===== src/rtl/axi_xbar_pkg.sv =====
// Shared definitions for the crossbar address-channel scheduler.
//   NUM_REQ_DEF     default number of requesters (slave ports)
//   WEIGHT_BITS_DEF default width of a per-requester weight
//   MAX_OUTST_DEF   default per-requester outstanding-transaction limit
//   sched_cfg_t     one weight-programming record {idx, weight} at default widths
package axi_xbar_pkg;

    localparam int NUM_REQ_DEF     = 5;
    localparam int WEIGHT_BITS_DEF = 4;
    localparam int MAX_OUTST_DEF   = 16;

    typedef struct packed {
        logic [$clog2(NUM_REQ_DEF)-1:0] idx;
        logic [WEIGHT_BITS_DEF-1:0]     weight;
    } sched_cfg_t;

endpackage


===== src/rtl/axi_xbar_rr_pick.sv =====
// Combinational round-robin picker.
//   elig   in  N   per-requester eligibility
//   start  in  IW  search origin; the search order is start+1, start+2, ..., start
//   found  out 1   some requester is eligible
//   idx    out IW  first eligible index in search order (0 when none)
module axi_xbar_rr_pick #(
    parameter int N  = 5,
    parameter int IW = $clog2(N)
) (
    input  logic [N-1:0]  elig,
    input  logic [IW-1:0] start,
    output logic          found,
    output logic [IW-1:0] idx
);

    logic [2*N-1:0] dbl;
    logic [N-1:0]   rot;

    // Bit k of rot is requester (start+1+k) mod N, so the lowest set bit wins.
    always_comb begin
        dbl   = {elig, elig};
        rot   = N'(dbl >> (int'(start) + 1));
        found = 1'b0;
        idx   = '0;
        for (int k = N - 1; k >= 0; k--) begin
            if (rot[k]) begin
                found = 1'b1;
                idx   = IW'((int'(start) + 1 + k) % N);
            end
        end
    end

endmodule


===== src/rtl/axi_xbar_wrr_sched.sv =====
// Weighted round-robin address-channel scheduler with per-requester
// outstanding-transaction limits for one crossbar master port.
//   clk, rst                   clock, synchronous active-high reset
//   req         in  NUM_REQ    per-requester address valid
//   ready       in  1          downstream address ready
//   grant_valid out 1          a grant is presented
//   grant_i     out IDX_BITS   granted requester
//   done/done_i in  1/IDX_BITS one transaction of requester done_i completed
//   cfg_we/cfg_idx/cfg_weight  weight write port (weight 0 disables)
//   busy        out 1          some requester has transactions in flight
//   err_underflow out 1        sticky: completion seen with nothing outstanding
module axi_xbar_wrr_sched
    import axi_xbar_pkg::*;
#(
    parameter int NUM_REQ     = NUM_REQ_DEF,
    parameter int WEIGHT_BITS = WEIGHT_BITS_DEF,
    parameter int MAX_OUTST   = MAX_OUTST_DEF,
    parameter int IDX_BITS    = $clog2(NUM_REQ),
    parameter int OUT_BITS    = $clog2(MAX_OUTST + 1)
) (
    input  logic                   clk,
    input  logic                   rst,
    input  logic [NUM_REQ-1:0]     req,
    input  logic                   ready,
    output logic                   grant_valid,
    output logic [IDX_BITS-1:0]    grant_i,
    input  logic                   done,
    input  logic [IDX_BITS-1:0]    done_i,
    input  logic                   cfg_we,
    input  logic [IDX_BITS-1:0]    cfg_idx,
    input  logic [WEIGHT_BITS-1:0] cfg_weight,
    output logic                   busy,
    output logic                   err_underflow
);

    logic [IDX_BITS-1:0]    ptr_q, ptr_d;
    logic [WEIGHT_BITS-1:0] cnt_q, cnt_d;
    logic [WEIGHT_BITS-1:0] weight_q [NUM_REQ];
    logic [WEIGHT_BITS-1:0] weight_d [NUM_REQ];
    logic [OUT_BITS-1:0]    outst_q  [NUM_REQ];
    logic [OUT_BITS-1:0]    outst_d  [NUM_REQ];
    logic                   locked_q, locked_d;
    logic [IDX_BITS-1:0]    lock_idx_q, lock_idx_d;
    logic                   err_q, err_d;

    logic [NUM_REQ-1:0]     elig;
    logic                   ptr_turn;
    logic                   pick_found;
    logic [IDX_BITS-1:0]    pick_idx;
    logic                   accept;
    logic                   inc, dec;

    always_comb begin
        for (int i = 0; i < NUM_REQ; i++) begin
            elig[i] = req[i] && (weight_q[i] != '0) && (outst_q[i] < OUT_BITS'(MAX_OUTST));
        end
    end

    axi_xbar_rr_pick #(
        .N  (NUM_REQ),
        .IW (IDX_BITS)
    ) u_pick (
        .elig  (elig),
        .start (ptr_q),
        .found (pick_found),
        .idx   (pick_idx)
    );

    // A presented grant is held through a stall even if its requester
    // drops out of eligibility, so ready never feeds back into the choice.
    always_comb begin
        ptr_turn    = elig[ptr_q] && (cnt_q < weight_q[ptr_q]);
        grant_valid = 1'b0;
        grant_i     = '0;
        if (locked_q) begin
            grant_valid = 1'b1;
            grant_i     = lock_idx_q;
        end else if (ptr_turn) begin
            grant_valid = 1'b1;
            grant_i     = ptr_q;
        end else if (pick_found) begin
            grant_valid = 1'b1;
            grant_i     = pick_idx;
        end
    end

    assign accept = grant_valid && ready;

    always_comb begin
        ptr_d      = ptr_q;
        cnt_d      = cnt_q;
        locked_d   = locked_q;
        lock_idx_d = lock_idx_q;
        err_d      = err_q;
        weight_d   = weight_q;
        outst_d    = outst_q;
        inc        = 1'b0;
        dec        = 1'b0;

        if (accept) begin
            locked_d = 1'b0;
            // Staying on the turn owner spends one more of its weight; any
            // other grant starts a new turn that already used one slot.
            if (grant_i == ptr_q && cnt_q < weight_q[ptr_q]) begin
                cnt_d = cnt_q + WEIGHT_BITS'(1);
            end else begin
                ptr_d = grant_i;
                cnt_d = WEIGHT_BITS'(1);
            end
        end else if (grant_valid) begin
            locked_d   = 1'b1;
            lock_idx_d = grant_i;
        end

        for (int i = 0; i < NUM_REQ; i++) begin
            inc = accept && (grant_i == IDX_BITS'(i));
            dec = done && (done_i == IDX_BITS'(i));
            if (inc && !dec) begin
                outst_d[i] = outst_q[i] + OUT_BITS'(1);
            end else if (dec && !inc) begin
                if (outst_q[i] == '0) begin
                    err_d = 1'b1;
                end else begin
                    outst_d[i] = outst_q[i] - OUT_BITS'(1);
                end
            end
            if (cfg_we && cfg_idx == IDX_BITS'(i)) begin
                weight_d[i] = cfg_weight;
            end
        end
    end

    always_ff @(posedge clk) begin
        if (rst) begin
            ptr_q      <= '0;
            cnt_q      <= '0;
            locked_q   <= 1'b0;
            lock_idx_q <= '0;
            err_q      <= 1'b0;
            for (int i = 0; i < NUM_REQ; i++) begin
                weight_q[i] <= WEIGHT_BITS'(1);
                outst_q[i]  <= '0;
            end
        end else begin
            ptr_q      <= ptr_d;
            cnt_q      <= cnt_d;
            locked_q   <= locked_d;
            lock_idx_q <= lock_idx_d;
            err_q      <= err_d;
            weight_q   <= weight_d;
            outst_q    <= outst_d;
        end
    end

    always_comb begin
        busy = 1'b0;
        for (int i = 0; i < NUM_REQ; i++) begin
            if (outst_q[i] != '0) busy = 1'b1;
        end
    end

    assign err_underflow = err_q;

endmodule


===== config.mk =====
export PLATFORM = sky130hd
export DESIGN_NAME = axi_xbar_wrr_sched
export DESIGN_NICKNAME = d
export VERILOG_FILES = /design/src/rtl/axi_xbar_pkg.sv /design/src/rtl/axi_xbar_rr_pick.sv /design/src/rtl/axi_xbar_wrr_sched.sv
export SDC_FILE = /design/constraint.sdc
export NUM_CORES = 1
export LEC_CHECK = 0
export ABC_AREA = 1
export CORE_MARGIN = 2
export CORE_UTILIZATION = 40
export DETAILED_ROUTE_END_ITERATION = 10
export DONT_BUFFER_PORTS = 1
export GPL_TIMING_DRIVEN = 0
export PLACE_DENSITY = 0.62
export SYNTH_ARGS = -nofsm -noshare
export SYNTH_HDL_FRONTEND = slang
export SYNTH_SLANG_ARGS = --single-unit

===== constraint.sdc =====
create_clock -name clk -period 16.04 [get_ports clk]
set_input_delay 2.406 -clock clk [delete_from_list [all_inputs] [get_ports clk]]
set_output_delay 2.406 -clock clk [all_outputs]
set_load 0.03 [all_outputs]

==> results.md, run 1 <==
- The run finished with clean final reports.
- The critical path is of the reg -> out type.
- The number of global-route vias before repair was 4923.
- The most numerous cell on the critical path is nand2_1.
- The number of setup buffers added after CTS is 0.
- Pin placement for this block handled 26 I/O pins.
- The insertion delay of the later-clocked pin in the worst-skew pair is 0.34 ns.
- The achievable clock frequency is 128 MHz.
- The worst pin sits at a relative slew slack of 0.610.
- The total power density per cell area is 206 mW/mm2.
- The required time at the worst-slack endpoint is 13.63 ns.
- Dividing the detail-routed wire length by the instance count gives 12.9 um.
- In this run the worst path has a maximum fanout of 14.
- The Yosys warning count is 0.
- 0 antenna diodes ended up in the layout.
- The detailed router placed 5368 vias in this run.
- After routing the design area is 0.00631 mm2.
- The post-CTS resize count is 0.
- After clock tree synthesis, the clock-pin slew on the worst setup and hold paths is 0.05 ns.
- At the end of the flow, the number of nets in the layout was 982.
- The number of hold violations in the final report came to 0.
- The number of nets in the synthesized netlist is 971.
- For met2 alone, demand over resource in global routing was 0.319.
- STA classifies the critical path endpoint as a primary output.
- The class of the tightest hold or removal check is reg -> reg.
- For this design the static power due to leakage is 3.15 nW.
- The final-layout worst hold slack is 0.453 ns.
- The area of placed instances is 0.00598 mm2.
- The synthesized design contains 57 register bits.
- Max-cap violations in this run came to 0.
- The number of pins with negative max-slew slack in the final report is 0.
- In the layout the commonest cells are 166 x nand2_1, 115 x inv_1, 100 x nor2_1.
- In this run the deepest clock path goes through 2 buffers.
- The final worst clock skew is 0.00382 ns.
- The largest net degree at the start of global routing is 15.
- The routability congestion estimate is 0.851.
- For this run the aggregate overflow at the end of global routing stands at 0.
- The number of buffers inserted during clock tree synthesis is 9.
- Before antenna repair, the detailed router went through 5 iterations.
- The library cell occupying the most area in the post-synthesis netlist is dfxtp_1.
- For this run, the leading register cell type out of synthesis is dfxtp_1.
- The clock root buffer master is clkbuf_16.
- The share of the core filled with cells is 0.451.
- The critical path launch point type is a flop.
- TritonCTS built the clock tree.
- The total detailed-routing wirelength is 13900 um.
- The initial core utilization is 0.412.
- In the global route stage, met3 resource usage came out at 0.0348.
- The critical path's largest stage delay is 0.62 ns.
- The most used routing layer in global routing is met2.
- In this design, the largest share of critical-path delay is due to adder cells.
- The area share of the largest cell type after synthesis is 0.198.
- The proportion of synthesized flip-flops having asynchronous set or reset is 0.
- The summed instance area of the synthesized netlist is 0.00576 mm2.
- The sequential-to-total area share from yosys stat is 0.198.
- The cell count after synthesis is 879.
- The floorplan step defined a die boundary enclosing 0.0154 mm2.
- The library cell contributing the largest single delay on the critical path is dfxtp_1.
- The number of buffers and inverters on the critical path is 9.
- From synthesis to final layout, the design area changed by 9.65%.
- The met1 capacity usage during global routing is 0.243.
- Yosys mapped a number of flops with a built-in enable equal to 0.
- After detailed routing, the number of remaining DRC violations is 0.
- Sorting the synthesized cells by area gives the leading types as dfxtp_1 20%, ha_1 15%, nand2_1 11%.
- For the worst setup path, the data arrival time is 5.39 ns.
- Measured along the y axis, the die boundary spans 124 um.
- Subtracting the final worst setup slack from the clock period gives 7.80 ns.
- Buffers inserted to repair hold after CTS numbered 0.
- The floorplan has 43 rows.
- The aggregate negative setup slack is 0 ns.
- For this run, the total global-route usage over all layers was measured as 0.190.
- The first-pass GRT wire length is 23000 um.
- The fraction of layout cells with a size suffix above 1 is 0.115.
- The core area is 0.0140 mm2.
- At the pin with the least slew margin, the transition time is 0.577 ns.
- Synthesis instantiated 55 different standard cells from the library.
- The count of final setup violators is 0.
- The HPWL reported at the end of detailed placement is 10800 um.
- Counting every sink on the clock net gives 57.
- Each instance of the synthesized netlist takes up on average 6.55 um2.
- The detail route stage leaves a number of antenna-violating nets equal to 0.
- The detailed-route vias per instance is 4.99.
- Leaving out fill and tap cells, the most frequent cell in the layout is nand2_1.
- The width of the die is 124 um.
- The number of antenna violations at the first check in global routing came to 0.
- Setup repair after global routing left no endpoint under its margin.
- In this run, the number of DRC markers left after iteration 0 of detailed routing was 287.
- The maximum resistive drop on vdd is 126 uV.
- The CTS H-tree depth is 3.
- Port buffering added 0 buffers.
- In the finished design, the share of the clock period the worst path needs comes to 0.486.
-- sequential cells by signal, indices dropped and copies added, names as in the netlist --
register,flops
cnt_q,4
lock_idx_q,3
outst_q,25
locked_q,1
err_underflow,1
ptr_q,3
weight_q,20
-- synthesized netlist by cell type (3+ instances only) --
cell type,instances
a21oi_1,57
ha_1,67
o21ai_0,66
buf_2,5
clkbuf_1,7
xor2_1,10
or2_2,5
inv_2,12
nand4_1,6
nor2_2,5
dfxtp_1,57
nand2_2,25
fa_1,5
nor3_1,22
nand2_4,4
nand3_1,61
a211oi_1,3
xnor2_1,7
nand3_2,9
a31oi_1,11
nor2_1,100
nand2_1,166
inv_1,115
o211ai_1,3
a21o_1,10
buf_6,3
nor2_4,3
-- cells by family after synthesis --
| family | Yosys count | share of synthesized area |
|---|---|---|
| AOI/OAI and AO/OA | 165 | 0.162 |
| xor gates and xnor gates | 19 | 0.0315 |
| adders and majority gates | 72 | 0.163 |
| buffers and inverters | 149 | 0.107 |
| DFF | 57 | 0.198 |
| muxes | 1 | 0.00174 |
| and+or+nand+nor | 416 | 0.336 |
-- layout make-up --
| cell class | instances | area, um2 |
|---|---|---|
| inverter | 130 | 492 |
| multi-input combinational | 673 | 4000 |
| buffer | 19 | 124 |
| fill | 1467 | 7670 |
| sequential | 57 | 1140 |
| tap | 180 | 225 |
| clock buffer | 11 | 253 |
| clock inverter | 5 | 77.6 |
-- worst reg2reg max path, delay by kind of cell, from the launching register on --
family                     cells  cell delay, ns
adders and majority gates      7            2.07
buffers and inverters          8            1.09
and+or+nand+nor               26            2.55
DFF                            1            0.62
AOI/OAI and AO/OA              4            0.54
-- worst paths after layout --
kind	from	endpoint	slack, ns	cells past startpoint
hold reg to reg	outst_q[9]	outst_q[9]	0.45	1
setup reg to reg	ptr_q[0]	outst_q[19]	9.04	45
setup / recovery	ptr_q[0]	grant_i[0]	8.24	33
hold / removal	outst_q[9]	outst_q[9]	0.45	1
-- layer usage --
metal / routed length, um / vias to the layer above / part of all wire
met3: 525 / 22 / 0.038
li1: - / 2885 / -
met1: 6740 / 2382 / 0.49
met2: 6290 / 79 / 0.45
met4: 299 / 0 / 0.022
met5: 0 / - / 0
-- where the power goes --
group          total [mW]  internal [mW]  switching [mW]  leakage [nW]
Combinational       0.882          0.304           0.579          2.52
Clock               0.211          0.144          0.0678         0.162
Sequential          0.208          0.173          0.0348         0.464
Total                1.30          0.621           0.681          3.15
-- through the flow --
step | instances | setup slack, ns | power (mW)
floorplan | 879 | 9.37 | 0.929
global placement | 1059 | 8.55 | 1.08
detailed placement | 1059 | 8.55 | 1.09
CTS | 1075 | 8.17 | 1.31
global route | 1075 | 7.66 | 1.44
finish | 1075 | 8.24 | 1.30
Power figures use the tool's default switching activity.
==> run 2, diff against run 1 <==
- PLACE_DENSITY: 0.62 -> 0.64
- clock period: 16.04 -> 7 ns (I/O delays scaled with it)
==> results.md, run 2 (synthesis results as in run 1) <==
- Of the total power, registers draw 0.165.
- The synthesis-to-finish area growth is 8.89%.
- The final routed DRC violation total is 0.
- After clock tree synthesis, the clock-pin slew on the worst setup and hold paths is 0.05 ns.
- The detailed-route vias per instance is 4.97.
- In this run the worst setup path begins at ptr_q[1].
- The worst reg2reg path startpoint is ptr_q[1].
- For this design, the slowest cell found on the critical path is dfxtp_1.
- The core area is 0.0140 mm2.
- Leaving out fill and tap cells, the most frequent cell in the layout is nand2_1.
- The CTS H-tree depth is 3.
- The pre-antenna-repair detailed-routing pass consisted of 4 iterations.
- For this configuration, the core starts out at a cell density of 0.412.
- The total number of vias is 5327.
- The floorplan has 43 rows.
- STA classifies the critical path startpoint as a flop.
- VDD sags by at most 491 uV.
- The register with the most flip-flops is outst_q.
- In the layout the commonest cells are 166 x nand2_1, 114 x inv_1, 100 x nor2_1.
- Setup repair after global routing left no endpoint under its margin.
- The number of antenna violations at the first check in global routing was 0.
- Power spread over the standard cell area amounts to 463 mW/mm2.
- The number of pins with negative max-slew slack in the final report came to 0.
- The clock root buffer master is clkbuf_16.
- The width of the die is 124 um.
- The share of total power dissipated in the clock network is 0.130.
- After layout, the minimum clock period comes to 6.53 ns.
- Derived from the worst setup path, the maximum achievable clock frequency is 153 MHz.
- Setup slack on the critical path of the routed design comes to 0.471 ns.
- After layout, the design draws a total of 2.90 mW.
- The power spent charging and discharging nets is 1.55 mW.
- The startpoint of the lowest-slack hold path is outst_q[9].
- The final worst clock skew is 0.00396 ns.
- Buffers inserted to repair hold after CTS numbered 0.
- The run finished with clean final reports.
- On the worst path, the slowest cell contributes a delay of 0.41 ns.
- The floorplan step set the die height to 124 um.
- The part of the total power dissipated in combinational logic is 0.705.
- Max-cap violations in this run came to 0.
- Summed over all cells, the static leakage comes to 3.11 nW.
- The number of fillers in the final layout is 1517.
- The internal portion of the total power is 1.35 mW.
- The post-route non-filler standard cell count is 1072.
- The fraction of layout cells with a size suffix above 1 is 0.118.
- The first global-routing pass estimated 23000 um of wire.
- The final-stage net count is 982.
- The number of buffers added on ports is 0.
- The total detailed-routing wirelength is 13600 um.
- By startpoint and endpoint, the worst setup path is classified as reg -> reg.
- The number of flip-flops under the largest register name is 25.
- Of the available clock period, the critical path in the final layout requires 0.933.
- The largest net degree at the start of global routing is 15.
- In this run, placement finished with an instance count of 1059.
- The largest registers in the layout are outst_q x25, weight_q x20, cnt_q x4.
- In this design, the critical path's most frequently occurring cell is nand2_1.
- The count of final setup violators is 0.
- The count of nets left with antenna violations once routing finished came out at 0.
- Counting every sink on the clock net gives 57.
- After the first detailed-routing iteration, the DRC count stood at 299.
- Headroom to the max-slew limit came out at 0.580.
- The maximum fanout encountered on the critical timing path is 12.
- The I/O pin total is 26.
- TritonCTS built the clock tree.
- The total grt overflow is 0.
- The share of total power consumed by net switching is 0.535.
- Dividing the detail-routed wire length by the instance count gives 12.6 um.
- The HPWL reported at the end of detailed placement is 10700 um.
- The insertion delay of the later-clocked pin in the worst-skew pair is 0.33 ns.
- The number of buffers inserted during clock tree synthesis is 9.
- The number of hold violations in the final report is 0.
- For the pin with the worst max-slew slack, the measured transition is 0.622 ns.
- Across every metal layer, demand over resource in global routing totals 0.189.
- For the worst setup path, the data required time is 7.21 ns.
- STA puts the critical path data arrival time at 6.74 ns.
- Along the worst hold path, the cell count comes to 1.
- The number of antenna diodes in the final layout is 0.
- The routability congestion estimate is 0.855.
- For the worst flop-to-flop path, the logic depth is 45.
- The overall die area is 0.0154 mm2.
- The tightest min-delay check is of the reg -> reg type.
- The number of global-route vias before repair is 4946.
- STA classifies the critical path endpoint as a flop.
- The number of buffers on the longest clock path is 2.
- OpenSTA, run right after detailed placement, puts the worst setup slack at -0.0262 ns.
## run 2: cell count changes in the layout (fill, tap and decap cells not counted), sizes merged
cell      previous run  this run
clkinvlp             1         2
clkinv               4         2
buf                 10        11
bufinv               2         0
inv                128       127
## run 2: area by class of cell
cell class / instances / area (um2) / area share
buffer: 18 / 123 / 0.0196
clock buffer: 12 / 246 / 0.0393
clock inverter: 1 / 5.00 / 0.000798
inverter: 130 / 499 / 0.0796
multi-input combinational: 673 / 4020 / 0.641
sequential: 57 / 1140 / 0.183
tap: 180 / 225 / 0.0359
timing repair buffer: 1 / 7.51 / 0.00120
## run 2: power by group through the flow
| stage | clock [mW] | sequential, mW | combinational, mW |
|---|---|---|---|
| 3_5_place_dp | 0 | 0.483 | 2.02 |
| 6_report | 0.378 | 0.477 | 2.04 |
| 3_3_place_gp | 0 | 0.482 | 2.00 |
| 5_1_grt | 0.403 | 0.488 | 2.33 |
| 2_1_floorplan | 0 | 0.459 | 1.67 |
| 4_1_cts | 0.387 | 0.478 | 2.03 |
## run 2: timing repair
item                       CTS  global route
buffers inserted             0             1
resized for setup            2             9
setup endpoints to repair    3            14
## run 2: worst paths after layout
| path | to | slack, ns |
|---|---|---|
| worst max-delay path | outst_q[19] | 0.47 |
| worst min-delay path | outst_q[9] | 0.45 |
| worst max register to register | outst_q[19] | 0.47 |
| worst min register to register | outst_q[9] | 0.45 |
## run 2: per-layer routing
layer,vias up,routed length (um),track usage
met5,-,0,0
met4,0,163,0.0499
met3,11,459,0.0339
met2,82,6310,0.322
met1,2339,6620,0.245
li1,2895,-,-
## run 2: through the flow
step           utilization  hold WS [ns]  area, um2  TNS, ns
2_1_floorplan            -         0.426       5760        0
3_3_place_gp         0.428         0.439       5980        0
3_5_place_dp         0.428         0.444       5980  -0.0262
4_1_cts              0.446         0.451       6240        0
5_1_grt              0.448         0.486       6270        0
6_report             0.448         0.447       6270        0
## run 2: critical path: cells and delay by family (launching register included)
kind	cells	cell delay, ns
compound gates	4	0.54
flops	1	0.41
buf+inv	8	1.05
simple gates	26	2.51
fa+ha+maj	7	1.89
==> run 3, diff against run 2 <==
- GPL_ROUTABILITY_DRIVEN: unset -> 0
- PLACE_DENSITY: 0.64 -> 0.62
- clock period: 7 -> 6.6 ns (I/O delays scaled with it)
==> results.md, run 3 (synthesis results as in run 1) <==
- The register with the most flip-flops in the layout has 25 of them.
- The number of antenna violations at the first check in global routing is 0.
- Data on the critical path arrives at its endpoint at 6.36 ns.
- The number of buffers on the longest clock path is 2.
- The placement row count is 43.
- The number of hold violations in the final report is 0.
- The final worst clock skew is 0.00415 ns.
- For the pin with the worst max-slew slack, the measured transition is 0.600 ns.
- The clock tree from TritonCTS is built.
- The first-pass iteration count of the detailed router is 5.
- The first-pass GRT wire length is 23100 um.
- For this run, the total global-route usage over all layers was measured as 0.190.
- The overall die area is 0.0154 mm2.
- Dividing total power by cell area gives a power density of 505 mW/mm2.
- The count of nets left with antenna violations after detail routing is 0.
- STA classifies the critical path startpoint as a flop.
- The aggregate negative setup slack is 0 ns.
- The flow ran to the end, and the final reports show no timing, DRC or antenna violations.
- The total grt overflow is 0.
- The total clock sinks is 57.
- The final routed DRC violation total is 0.
- TritonCTS created 9 clock buffers.
- The kind of end point of the critical path is a flop.
- The buffer and inverter count on the worst path is 8.
- The final period demand of the worst path is 6.14 ns.
- After the first detailed-routing iteration, the DRC count stood at 270.
- For the worst setup path, the data required time is 6.82 ns.
- The detailed-route vias per instance is 5.00.
- By startpoint and endpoint, the worst setup path is classified as reg -> reg.
- 26 I/O pins were placed.
- The number of pins with negative max-slew slack in the final report came to 0.
- The CTS H-tree depth is 3.
- For this configuration, the core starts out at a cell density of 0.412.
- The width of the die is 124 um.
- Static timing analysis puts the maximum clock frequency at 163 MHz.
- The CTS clock-pin slew for the worst setup and hold paths is 0.05 ns.
- The routed layout has 5416 vias.
- The synthesis-to-finish area growth is 13.4%.
- More flip-flops sit in one register than any other, and that register is outst_q.
- The diode insertion count for antenna repair is 0.
- The maximum resistive drop on vdd is 298 uV.
- OpenSTA, run right after detailed placement, puts the worst setup slack at -0.418 ns.
- Summed over all nets, the half-perimeter wirelength after detailed placement is 10800 um.
- The headroom to the max-slew limit is 0.594.
- The period utilization is 0.930.
- The kind of cell with the highest combined delay on the critical path is simple AND/OR/NAND/NOR gates.
- The core region is 0.0140 mm2.
- The library cells used most frequently in the layout, excluding fill and tap cells, are 166 x nand2_1, 114 x inv_1, 100 x nor2_1.
- The final worst-path setup slack is 0.462 ns.
- Summing all placed instances gives a cell area of 0.00598 mm2.
- The largest registers in the layout are outst_q x25, weight_q x20, cnt_q x4.
- For this design the static power due to leakage is 3.20 nW.
- The number of buffers added on ports is 0.
- For this run, the slowest stage of the critical path takes 0.40 ns.
- The class of the tightest hold or removal check is reg -> reg.
- The total power is 3.30 mW.
- The largest net degree at the start of global routing is 15.
- Setup violations remaining at the end of the flow were counted as 0.
- The net count of the finished layout is 990.
- The commonest non-fill, non-tap cell in the layout is nand2_1.
- The register-to-register path setup slack is 0.46 ns.
- The max-capacitance violation count is 0.
- The filler cells instantiated in the layout total 1446.
- The number of global-route vias before repair was 4930.
- The hold buffer count at cts is 0.
- The detailed-route wire length per cell is 13.0 um.
- The insertion delay of the later-clocked pin in the worst-skew pair is 0.34 ns.
- Including well taps, the total number of placed cells is 1059.
- The cell that appears most often on the critical path is nand2_1.
- Once layout is done, the placed cells without fillers occupy 0.00653 mm2.
- The maximum fanout encountered on the critical timing path is 14.
- Setup repair after global routing left no endpoint under its margin.
- From bottom edge to top edge, the die measures 124 um.
- The routed design has 14100 um of wire.
- The fraction of layout cells with a size suffix above 1 is 0.143.
- CTS placed an instance of clkbuf_16 at the clock tree root.
- The count of cells in the finished layout, fillers not included, comes to 1083.
- The library cell contributing the largest single delay on the critical path is dfxtp_4.
==> run 3: power by group <==
group	internal, mW	total [mW]	switching (mW)
sequential	0.422	0.508	0.0862
clock	0.349	0.514	0.165
combinational	0.818	2.27	1.46
==> run 3: what timing repair did <==
item	CTS	global route
endpoints found under the hold margin	0	0
pin swaps	0	3
resized for setup	7	25
buffers inserted	0	9
endpoints found under the setup margin	14	22
==> run 3: metal layers <==
| metal | global-route usage | vias up | routed length [um] |
|---|---|---|---|
| met5 | 0 | - | 0 |
| met4 | 0.0653 | 0 | 247 |
| met3 | 0.0348 | 18 | 516 |
| met2 | 0.320 | 73 | 6440 |
| met1 | 0.244 | 2418 | 6870 |
| li1 | - | 2907 | - |
==> run 3: final timing paths <==
check | from | end | cells past startpoint
setup / recovery | ptr_q[0] | outst_q[19] | 45
hold / removal | outst_q[9] | outst_q[9] | 1
setup reg to reg | ptr_q[0] | outst_q[19] | 45
hold reg to reg | outst_q[9] | outst_q[9] | 1
==> run 3: area by class of cell <==
cell class | count | area, um2 | share of cell area
timing repair buffer | 9 | 80.1 | 0.0123
sequential | 57 | 1150 | 0.176
multi-input combinational | 673 | 4110 | 0.630
clock buffer | 11 | 253 | 0.0387
clock inverter | 5 | 77.6 | 0.0119
inverter | 130 | 502 | 0.0768
tap | 180 | 225 | 0.0345
buffer | 18 | 133 | 0.0203
==> run 3: stage by stage <==
step | util | hold WS (ns)
floorplan | - | 0.426
finish | 0.467 | 0.453
global route | 0.467 | 0.486
CTS | 0.453 | 0.456
detailed placement | 0.428 | 0.447
global placement | 0.428 | 0.437
